--- src/rtl/whac_a_mole_engine_pkg.sv ---
// Shared types and level-table helpers for the whack-a-mole engine.
package whac_pkg;

  // Width of slot counts (active moles, spawn target); covers up to 15 slots.
  localparam int SLOT_IDX_W = 4;

  typedef enum logic [1:0] {
    ST_IDLE = 2'd0,
    ST_PLAY = 2'd1,
    ST_OVER = 2'd2
  } game_state_t;

  typedef enum logic [1:0] {
    LVL_NONE = 2'd0,
    LVL_1    = 2'd1,
    LVL_2    = 2'd2,
    LVL_3    = 2'd3
  } level_t;

  // Mole lifetime in ticks for the selected level.
  function automatic int level_lifetime(input level_t lvl, input int t1,
                                        input int t2, input int t3);
    int r;
    r = 0;
    case (lvl)
      LVL_1:   r = t1;
      LVL_2:   r = t2;
      LVL_3:   r = t3;
      default: r = 0;
    endcase
    return r;
  endfunction

  // Number of concurrent moles the level tries to keep on the board.
  function automatic logic [SLOT_IDX_W-1:0] level_target(input level_t lvl,
                                                         input int max_moles);
    logic [SLOT_IDX_W-1:0] r;
    r = '0;
    case (lvl)
      LVL_1:   r = SLOT_IDX_W'(1);
      LVL_2:   r = SLOT_IDX_W'(2);
      LVL_3:   r = SLOT_IDX_W'(max_moles);
      default: r = '0;
    endcase
    return r;
  endfunction

endpackage

--- src/rtl/whac_a_mole_engine_if.sv ---
// RNG hole-index handshake between the random source and the engine.
interface whac_a_mole_engine_if #(
  parameter int NUM_HOLES = 18
) ();
  localparam int HOLE_W = $clog2(NUM_HOLES);

  logic              rng_valid;
  logic [HOLE_W-1:0] rng_hole;
  logic              rng_ready;

  modport master (output rng_valid, output rng_hole, input rng_ready);
  modport slave  (input rng_valid, input rng_hole, output rng_ready);
endinterface

--- src/rtl/whac_a_mole_engine_mole_slot.sv ---
// One mole slot: occupancy, hole index and lifetime countdown.
// A hit on the slot's hole beats an expiry in the same cycle.
module mole_slot #(
  parameter int NUM_HOLES = 18,
  parameter int TICK_W    = 12
) (
  input  logic                         clk,
  input  logic                         rst,
  input  logic                         clear,
  input  logic                         load,
  input  logic [$clog2(NUM_HOLES)-1:0] load_hole,
  input  logic [TICK_W-1:0]            load_ticks,
  input  logic                         tick,
  input  logic [NUM_HOLES-1:0]         toggles,
  output logic                         valid,
  output logic [$clog2(NUM_HOLES)-1:0] hole,
  output logic                         hit,
  output logic                         expired
);
  localparam int HOLE_W = $clog2(NUM_HOLES);

  logic              valid_q, valid_d;
  logic [HOLE_W-1:0] hole_q, hole_d;
  logic [TICK_W-1:0] cnt_q, cnt_d;

  assign hit     = valid_q && toggles[hole_q];
  assign expired = valid_q && tick && (cnt_q == TICK_W'(1)) && !hit;
  assign valid   = valid_q;
  assign hole    = hole_q;

  // Next slot contents: clear/hit/expiry free it, load fills an empty slot, tick counts down.
  always_comb begin
    valid_d = valid_q;
    hole_d  = hole_q;
    cnt_d   = cnt_q;
    if (clear || hit || expired) begin
      valid_d = 1'b0;
    end else if (!valid_q && load) begin
      valid_d = 1'b1;
      hole_d  = load_hole;
      cnt_d   = load_ticks;
    end else if (valid_q && tick) begin
      cnt_d = cnt_q - TICK_W'(1);
    end
  end

  // Occupancy flag is the only state that needs a reset.
  always_ff @(posedge clk or posedge rst) begin
    if (rst) valid_q <= 1'b0;
    else     valid_q <= valid_d;
  end

  // Hole index and countdown are only meaningful while the slot is occupied.
  always_ff @(posedge clk) begin
    hole_q <= hole_d;
    cnt_q  <= cnt_d;
  end
endmodule

--- src/rtl/whac_a_mole_engine.sv ---
// Whack-a-mole game core: game FSM, slot allocator, scoring, streak multiplier and lives.
module whac_a_mole_engine
  import whac_pkg::*;
#(
  parameter int NUM_HOLES   = 18,
  parameter int MAX_MOLES   = 4,
  parameter int LIVES       = 3,
  parameter int SCORE_W     = 16,
  parameter int TICK_W      = 12,
  parameter int LVL1_TICKS  = 1500,
  parameter int LVL2_TICKS  = 1000,
  parameter int LVL3_TICKS  = 600,
  parameter int STREAK_STEP = 10,
  parameter int MULT_MAX    = 8
) (
  input  logic                         clk,
  input  logic                         rst,
  input  logic                         tick,
  input  logic                         start,
  input  logic [1:0]                   level,
  input  logic                         abort,
  input  logic [NUM_HOLES-1:0]         switches,
  whac_a_mole_engine_if.slave          rng,
  output logic [NUM_HOLES-1:0]         mole_mask,
  output logic [SCORE_W-1:0]           score,
  output logic [$clog2(LIVES+1)-1:0]   lives_left,
  output logic [$clog2(MULT_MAX):0]    multiplier,
  output logic                         game_over,
  output logic                         busy
);
  localparam int HOLE_W   = $clog2(NUM_HOLES);
  localparam int LIVES_W  = $clog2(LIVES + 1);
  localparam int MULT_W   = $clog2(MULT_MAX) + 1;
  // The streak only matters through the multiplier, so it is kept modulo STREAK_STEP.
  localparam int STREAK_W = $clog2(STREAK_STEP + MAX_MOLES + 1);

  function automatic logic [SCORE_W-1:0] sat_add(input logic [SCORE_W-1:0] a,
                                                 input logic [SCORE_W-1:0] b);
    logic [SCORE_W:0] s;
    s = {1'b0, a} + {1'b0, b};
    return s[SCORE_W] ? {SCORE_W{1'b1}} : s[SCORE_W-1:0];
  endfunction

  function automatic logic [MULT_W-1:0] mult_double(input logic [MULT_W-1:0] m);
    logic [MULT_W-1:0] r;
    if (m >= MULT_W'(MULT_MAX)) r = MULT_W'(MULT_MAX);
    else                        r = m << 1;
    return r;
  endfunction

  game_state_t             state_q, state_d;
  level_t                  level_q, level_d;
  logic [SCORE_W-1:0]      score_q, score_d;
  logic [LIVES_W-1:0]      lives_q, lives_d;
  logic [MULT_W-1:0]       mult_q, mult_d;
  logic [STREAK_W-1:0]     streak_q, streak_d, streak_sum;
  logic                    start_q, abort_q;
  logic [NUM_HOLES-1:0]    switches_q;

  logic [MAX_MOLES-1:0]    slot_valid, slot_hit, slot_exp, slot_load;
  logic [HOLE_W-1:0]       slot_hole [MAX_MOLES];
  logic                    slot_clr;
  logic [TICK_W-1:0]       lifetime;
  logic [SLOT_IDX_W-1:0]   target, active_cnt, hit_cnt, exp_cnt;
  logic [NUM_HOLES-1:0]    toggles;
  logic                    start_edge, abort_edge, wrong_whack;
  logic                    hole_ok, hole_lit, spawn_ok, found;

  assign start_edge = start && !start_q;
  assign abort_edge = abort && !abort_q;
  assign toggles    = (switches ^ switches_q) & {NUM_HOLES{state_q == ST_PLAY}};
  assign lifetime   = TICK_W'(level_lifetime(level_q, LVL1_TICKS, LVL2_TICKS, LVL3_TICKS));
  assign target     = level_target(level_q, MAX_MOLES);

  assign rng.rng_ready = (state_q == ST_PLAY) && (active_cnt < target);
  assign hole_ok       = int'(rng.rng_hole) < NUM_HOLES;
  assign spawn_ok      = rng.rng_valid && rng.rng_ready && hole_ok && !hole_lit;
  assign wrong_whack   = |(toggles & ~mole_mask);

  for (genvar g = 0; g < MAX_MOLES; g++) begin : g_slot
    mole_slot #(
      .NUM_HOLES (NUM_HOLES),
      .TICK_W    (TICK_W)
    ) u_slot (
      .clk        (clk),
      .rst        (rst),
      .clear      (slot_clr),
      .load       (slot_load[g]),
      .load_hole  (rng.rng_hole),
      .load_ticks (lifetime),
      .tick       (tick),
      .toggles    (toggles),
      .valid      (slot_valid[g]),
      .hole       (slot_hole[g]),
      .hit        (slot_hit[g]),
      .expired    (slot_exp[g])
    );
  end

  // LED mask straight from slot flops, so switches never reach it combinationally.
  always_comb begin
    mole_mask = '0;
    for (int i = 0; i < MAX_MOLES; i++)
      if (slot_valid[i]) mole_mask[slot_hole[i]] = 1'b1;
  end

  // Is the offered hole already on the board?
  always_comb begin
    hole_lit = 1'b0;
    for (int h = 0; h < NUM_HOLES; h++)
      if (int'(rng.rng_hole) == h) hole_lit = mole_mask[h];
  end

  // Occupancy, hit and expiry counts across all slots.
  always_comb begin
    active_cnt = '0;
    hit_cnt    = '0;
    exp_cnt    = '0;
    for (int i = 0; i < MAX_MOLES; i++) begin
      active_cnt = active_cnt + SLOT_IDX_W'(slot_valid[i]);
      hit_cnt    = hit_cnt + SLOT_IDX_W'(slot_hit[i]);
      exp_cnt    = exp_cnt + SLOT_IDX_W'(slot_exp[i]);
    end
  end

  // Lowest free slot takes an accepted hole; a slot freed this cycle still reads as busy.
  always_comb begin
    slot_load = '0;
    found     = 1'b0;
    for (int i = 0; i < MAX_MOLES; i++) begin
      if (spawn_ok && !found && !slot_valid[i]) begin
        slot_load[i] = 1'b1;
        found        = 1'b1;
      end
    end
  end

  // Game FSM next state plus score, streak, multiplier and lives updates.
  always_comb begin
    state_d    = state_q;
    level_d    = level_q;
    score_d    = score_q;
    lives_d    = lives_q;
    mult_d     = mult_q;
    streak_d   = streak_q;
    streak_sum = '0;
    slot_clr   = 1'b0;
    if (abort_edge) begin
      state_d  = ST_IDLE;
      slot_clr = 1'b1;
    end else begin
      unique case (state_q)
        ST_IDLE, ST_OVER: begin
          if (start_edge && (level != 2'd0)) begin
            state_d  = ST_PLAY;
            level_d  = level_t'(level);
            score_d  = '0;
            lives_d  = LIVES_W'(LIVES);
            mult_d   = MULT_W'(1);
            streak_d = '0;
            slot_clr = 1'b1;
          end
        end
        ST_PLAY: begin
          // Every hit this cycle scores at the multiplier held before the cycle.
          if (hit_cnt != '0) begin
            score_d    = sat_add(score_q, SCORE_W'(hit_cnt) * SCORE_W'(mult_q));
            streak_sum = streak_q + STREAK_W'(hit_cnt);
            if (streak_sum >= STREAK_W'(STREAK_STEP)) begin
              streak_d = streak_sum - STREAK_W'(STREAK_STEP);
              mult_d   = mult_double(mult_q);
            end else begin
              streak_d = streak_sum;
            end
          end
          // A miss or an escaped mole breaks the streak after any scoring above.
          if (wrong_whack || (exp_cnt != '0)) begin
            streak_d = '0;
            mult_d   = MULT_W'(1);
          end
          if (exp_cnt != '0)
            lives_d = (int'(exp_cnt) >= int'(lives_q)) ? '0 : lives_q - LIVES_W'(exp_cnt);
          if (lives_d == '0) begin
            state_d  = ST_OVER;
            slot_clr = 1'b1;
          end
        end
        default: state_d = ST_IDLE;
      endcase
    end
  end

  // Game state registers and input edge detectors.
  always_ff @(posedge clk or posedge rst) begin
    if (rst) begin
      state_q    <= ST_IDLE;
      level_q    <= LVL_NONE;
      score_q    <= '0;
      lives_q    <= LIVES_W'(LIVES);
      mult_q     <= MULT_W'(1);
      streak_q   <= '0;
      start_q    <= 1'b0;
      abort_q    <= 1'b0;
      switches_q <= '0;
    end else begin
      state_q    <= state_d;
      level_q    <= level_d;
      score_q    <= score_d;
      lives_q    <= lives_d;
      mult_q     <= mult_d;
      streak_q   <= streak_d;
      start_q    <= start;
      abort_q    <= abort;
      switches_q <= switches;
    end
  end

  assign score      = score_q;
  assign lives_left = lives_q;
  assign multiplier = mult_q;
  assign game_over  = (state_q == ST_OVER);
  assign busy       = (state_q == ST_PLAY);
endmodule

--- src/flat_wrapper.sv ---
// flat-port wrapper written by rule: the top's interface ports become plain ports
module whac_a_mole_engine_flat import whac_pkg::*;
#(
  parameter int NUM_HOLES   = 18,
  parameter int MAX_MOLES   = 4,
  parameter int LIVES       = 3,
  parameter int SCORE_W     = 16,
  parameter int TICK_W      = 12,
  parameter int LVL1_TICKS  = 1500,
  parameter int LVL2_TICKS  = 1000,
  parameter int LVL3_TICKS  = 600,
  parameter int STREAK_STEP = 10,
  parameter int MULT_MAX    = 8
)
  (clk, rst, tick, start, level, abort, switches, mole_mask, score, lives_left, multiplier, game_over, busy, rng_rng_valid, rng_rng_hole, rng_rng_ready);
  whac_a_mole_engine_if #(.NUM_HOLES(NUM_HOLES)) rng_i ();
  input  logic clk;
  input  logic rst;
  input  logic tick;
  input  logic start;
  input  logic [1:0] level;
  input  logic abort;
  input  logic [NUM_HOLES-1:0] switches;
  output logic [NUM_HOLES-1:0] mole_mask;
  output logic [SCORE_W-1:0] score;
  output logic [$clog2(LIVES+1)-1:0] lives_left;
  output logic [$clog2(MULT_MAX):0] multiplier;
  output logic game_over;
  output logic busy;
  input wire logic [$bits(rng_i.rng_valid)-1:0] rng_rng_valid;
  input wire logic [$bits(rng_i.rng_hole)-1:0] rng_rng_hole;
  output wire logic [$bits(rng_i.rng_ready)-1:0] rng_rng_ready;
  assign rng_i.rng_valid = rng_rng_valid;
  assign rng_i.rng_hole = rng_rng_hole;
  assign rng_rng_ready = rng_i.rng_ready;
  whac_a_mole_engine #(.NUM_HOLES(NUM_HOLES), .MAX_MOLES(MAX_MOLES), .LIVES(LIVES), .SCORE_W(SCORE_W), .TICK_W(TICK_W), .LVL1_TICKS(LVL1_TICKS), .LVL2_TICKS(LVL2_TICKS), .LVL3_TICKS(LVL3_TICKS), .STREAK_STEP(STREAK_STEP), .MULT_MAX(MULT_MAX)) u_core (.clk(clk), .rst(rst), .tick(tick), .start(start), .level(level), .abort(abort), .switches(switches), .rng(rng_i), .mole_mask(mole_mask), .score(score), .lives_left(lives_left), .multiplier(multiplier), .game_over(game_over), .busy(busy));
endmodule
--- config.mk ---
export PLATFORM = sky130hd
export DESIGN_NAME = whac_a_mole_engine_flat
export DESIGN_NICKNAME = d
export VERILOG_FILES = /design/src/rtl/whac_a_mole_engine_pkg.sv /design/src/rtl/whac_a_mole_engine_if.sv /design/src/rtl/whac_a_mole_engine_mole_slot.sv /design/src/rtl/whac_a_mole_engine.sv /design/src/flat_wrapper.sv
export SDC_FILE = /design/constraint.sdc
export NUM_CORES = 1
export LEC_CHECK = 0
export ABC_CLOCK_PERIOD_IN_PS = 8950
export BUFFER_PORTS_ARGS = -buffer_cell sky130_fd_sc_hd__buf_4
export CORE_ASPECT_RATIO = 2
export CORE_UTILIZATION = 50
export DETAILED_ROUTE_END_ITERATION = 12
export PLACE_DENSITY = 0.65
export SYNTH_ARGS = -nofsm -noshare
export SYNTH_HDL_FRONTEND = slang
export SYNTH_HIERARCHICAL = 1
export SYNTH_SLANG_ARGS = --single-unit
--- constraint.sdc ---
create_clock -name clk -period 8.95 [get_ports clk]
set_input_delay 0.895 -clock clk [delete_from_list [all_inputs] [get_ports clk]]
set_output_delay 0.895 -clock clk [all_outputs]
set_load 0.1 [all_outputs]
==> impl_metrics.py <==
metrics = {
    "timing": {
        "finalSetupViolations": 0,
        "timing.final.crit_share": 0.7755,
        "tightest_slew_ns": 1.119,
        "fin_skew_ns": 0.007684,
        "period_needed_ns": 6.941,
        "hold_viol_final": 0,
        "tns_ns": 0,
        "rsz0062_at_grt": "false",
        "fmax_mhz": 144.1,
        "relSlewSlack": 0.2523,
        "final_max_slew_viol_count": 0,
    },
    "synthesis": {
        "ys_seq_area_frac": 0.3697,
        "synth-main-ff-cell": "edfxtp_1",
        "async_flop_share": 0.4426,
        "synth_cell_types": 83,
        "synth_area_mm2": 0.009188,
        "ys_ff_latch": 122,
        "yosys_warnings": 6,
        "synth_area_per_cell_um2": 9.385,
        "synth_edf_count": 68,
        "netlist_instances": 979,
    },
    "hold_path": {
        "worst_hold_path_type": "input pin to async pin",
    },
    "outcome": {
        "violations": "DRC",
        "outcome": "finished with violations",
    },
    "place": {
        "io_buffer_count": 73,
        "placed_area_mm2": 0.009980,
        "gp_congestion": 1.018,
        "place_hpwl_um": 20400,
        "placed_cells": 1258,
    },
    "setup_path": {
        "critPathCaptureType": "register",
        "arrival_ns": 7.24,
        "worstPathRequired_ns": 9.25,
        "crit_cells": 24,
        "slowest_stage": "mux4_1",
        "crit_type": "register to register",
        "reg2reg_depth": 24,
        "worstSetupStartpointType": "register",
        "crit_fanout": 30,
        "crit_buf_inv": 3,
        "worstPathCellList": "nand2b_1, buf_4, nor2_1, mux4_1, mux2i_1, nor4b_2, or2_1, fa_1, ha_1, ha_1, and2_1, ha_1, ha_1, inv_1, fa_1, inv_1, fa_1, a21o_1, a21oi_1, o21bai_1, a21oi_1, o21bai_1, a21o_1, a221o_1",
        "crit_path_frequent_cell": "ha_1",
        "slowest_delay_ns": 0.54,
        "path_delay_family": "adder cells",
        "ff2ff_setup_slack_ns": 2.01,
    },
    "cells_and_area": {
        "final_nets": 1149,
        "post-route-util": 0.5958,
        "final_common_cell": "nand2_1",
        "syn2layout_area_growth_pct": 15.89,
        "design_area_mm2": 0.01065,
        "fin_cells": 1290,
        "layout_common_cells": "89 x nand2_1, 82 x buf_4, 79 x nor2_1",
        "fill_cells": 1556,
        "drive_gt1_frac": 0.1551,
        "diodes": 0,
    },
    "grt": {
        "grt_pass1_wl_um": 43150,
        "grt_max_degree": 51,
        "grt_use_total": 0.2949,
        "antenna_found_initial": 0,
        "grt_pass1_vias": 8209,
        "overflow": 0,
    },
    "job": {
        "maxCapViolations": 0,
    },
    "power": {
        "p_total_mw": 1.810,
        "leakage_nw": 4.436,
        "p_per_area_mw_per_mm2": 170.0,
        "ir_worst_vdd_mv": 0.1658,
    },
    "floorplan": {
        "core_mm2": 0.01787,
        "num_rows": 69,
        "start_util": 0.5141,
        "fp.dieW_um": 97.85,
        "die_y_um": 193.7,
        "io_pins": 74,
        "die-area_mm2": 0.01895,
    },
    "routing": {
        "wirelength_um": 27090,
        "drtPass1Iterations": 10,
        "vias": 8154,
        "drc": 2,
        "ant_nets": 0,
        "detail_route.iter0.violations": 536,
        "routedWlPerCell_um": 21.00,
        "vias_per_cell": 6.321,
    },
    "cts": {
        "h-tree-depth": 4,
        "root_buffer": "clkbuf_16",
        "clk_pin_slew_worst_paths_ns": 0.06,
        "cts_tree": "built",
        "insertion_delay_ns": 0.42,
        "ctsResizeCount": 0,
        "cts_made_buffers": 17,
        "ctsHoldBuffers": 0,
        "cts.path.max_buffers": 2,
        "cts_num_sinks": 122,
        "post_cts_buffers": 0,
    },
}
## metrics by stage
step / worst slack (ns) / hold WS, ns
after floorplan: 2.093 / 0.4994
after global placement: 2.055 / 0.5082
after detailed placement: 1.995 / 0.5225
after CTS: 2.007 / 0.3377
after global routing: 1.622 / 0.3453
final: 2.009 / 0.3482
## final timing paths
| kind | startpoint | end |
|---|---|---|
| hold / removal | rst | u_core/g_slot[1].u_slot/valid |
| max in group asynchronous | rst | u_core/score[9] |
| setup / recovery | u_core/state_q[0] | u_core/score[11] |
| setup reg to reg | u_core/state_q[0] | u_core/score[11] |
| hold reg to reg | u_core/score[0] | u_core/score[0] |
| min in group clk | u_core/score[0] | u_core/score[0] |
## flip-flops by register name (all words and copies together) (netlist names)
register / count
u_core/abort_q: 1
u_core/g_slot.u_slot/cnt_q: 48
u_core/g_slot.u_slot/hole: 20
u_core/g_slot.u_slot/valid: 4
u_core/level_q: 2
u_core/lives_left: 2
u_core/multiplier: 4
u_core/score: 16
u_core/start_q: 1
u_core/state_q: 2
u_core/streak_q: 4
u_core/switches_q: 18
## cells in the mapped netlist (5+ instances only)
| cell | n | area (µm²) |
|---|---|---|
| xnor2_1 | 35 | 306.5 |
| nand3b_1 | 8 | 60.06 |
| clkbuf_1 | 20 | 75.07 |
| nand4bb_1 | 6 | 67.56 |
| mux2i_1 | 16 | 160.2 |
| nand2_1 | 89 | 334.1 |
| nor2b_1 | 21 | 131.4 |
| nand4b_1 | 9 | 78.83 |
| and2_1 | 10 | 62.56 |
| nand4_1 | 14 | 87.58 |
| o2bb2ai_1 | 5 | 43.79 |
| nand3_1 | 20 | 100.1 |
| ha_1 | 44 | 550.5 |
| dfrtp_1 | 51 | 1276 |
| inv_1 | 72 | 270.3 |
| fa_1 | 10 | 200.2 |
| o22ai_1 | 26 | 162.7 |
| o21ai_0 | 66 | 330.3 |
| mux4_1 | 8 | 210.2 |
| nor2_1 | 79 | 296.5 |
| nor3_1 | 35 | 175.2 |
| xor2_1 | 23 | 201.4 |
| o211ai_1 | 6 | 45.04 |
| nor3b_1 | 6 | 45.04 |
| a21o_1 | 9 | 67.56 |
| nor4b_1 | 6 | 52.55 |
| edfxtp_1 | 68 | 2042 |
| nand2b_1 | 17 | 106.4 |
| or2_2 | 17 | 106.4 |
| nor4_1 | 23 | 143.9 |
| a21oi_1 | 45 | 225.2 |
## logic make-up (layout without fill, tap and decap cells)
group	count (synthesis)	after routing	share of synthesized area
buffers and inverters	100	187	0.04426
adders and majority gates	54	54	0.08171
other	1	12	0.0004082
AOI/OAI and AO/OA	213	213	0.1478
xor gates and xnor gates	58	58	0.05529
and+or+nand+nor	399	399	0.2458
muxes	32	32	0.05502
DFF	122	122	0.3697
## metal layers
layer  GRT usage  up-vias  wire length, µm
li1            -     3781                -
met1      0.3110     3870             9692
met2      0.5258      382            14160
met3     0.04074      121             1395
met4      0.2177        0             1833
met5           0        -                0
## report_power, final
group / switching (mW) / total, mW / internal (mW)
clock: 0.272 / 0.784 / 0.512
sequential: 0.0196 / 0.636 / 0.616
combinational: 0.278 / 0.390 / 0.112
## final cells by class
type                            instances  area (µm²)  share of cell area
Timing Repair Buffer                   82       615.6             0.05781
Clock buffer                           19       452.9             0.04254
Multi-Input combinational cell        768        5426              0.5096
Inverter                               73       274.0             0.02573
Tap cell                              213       266.5             0.02503
Clock inverter                         13       215.2             0.02021
Sequential cell                       122        3397              0.3190
No activity file was read; power rests on OpenSTA's default activity.
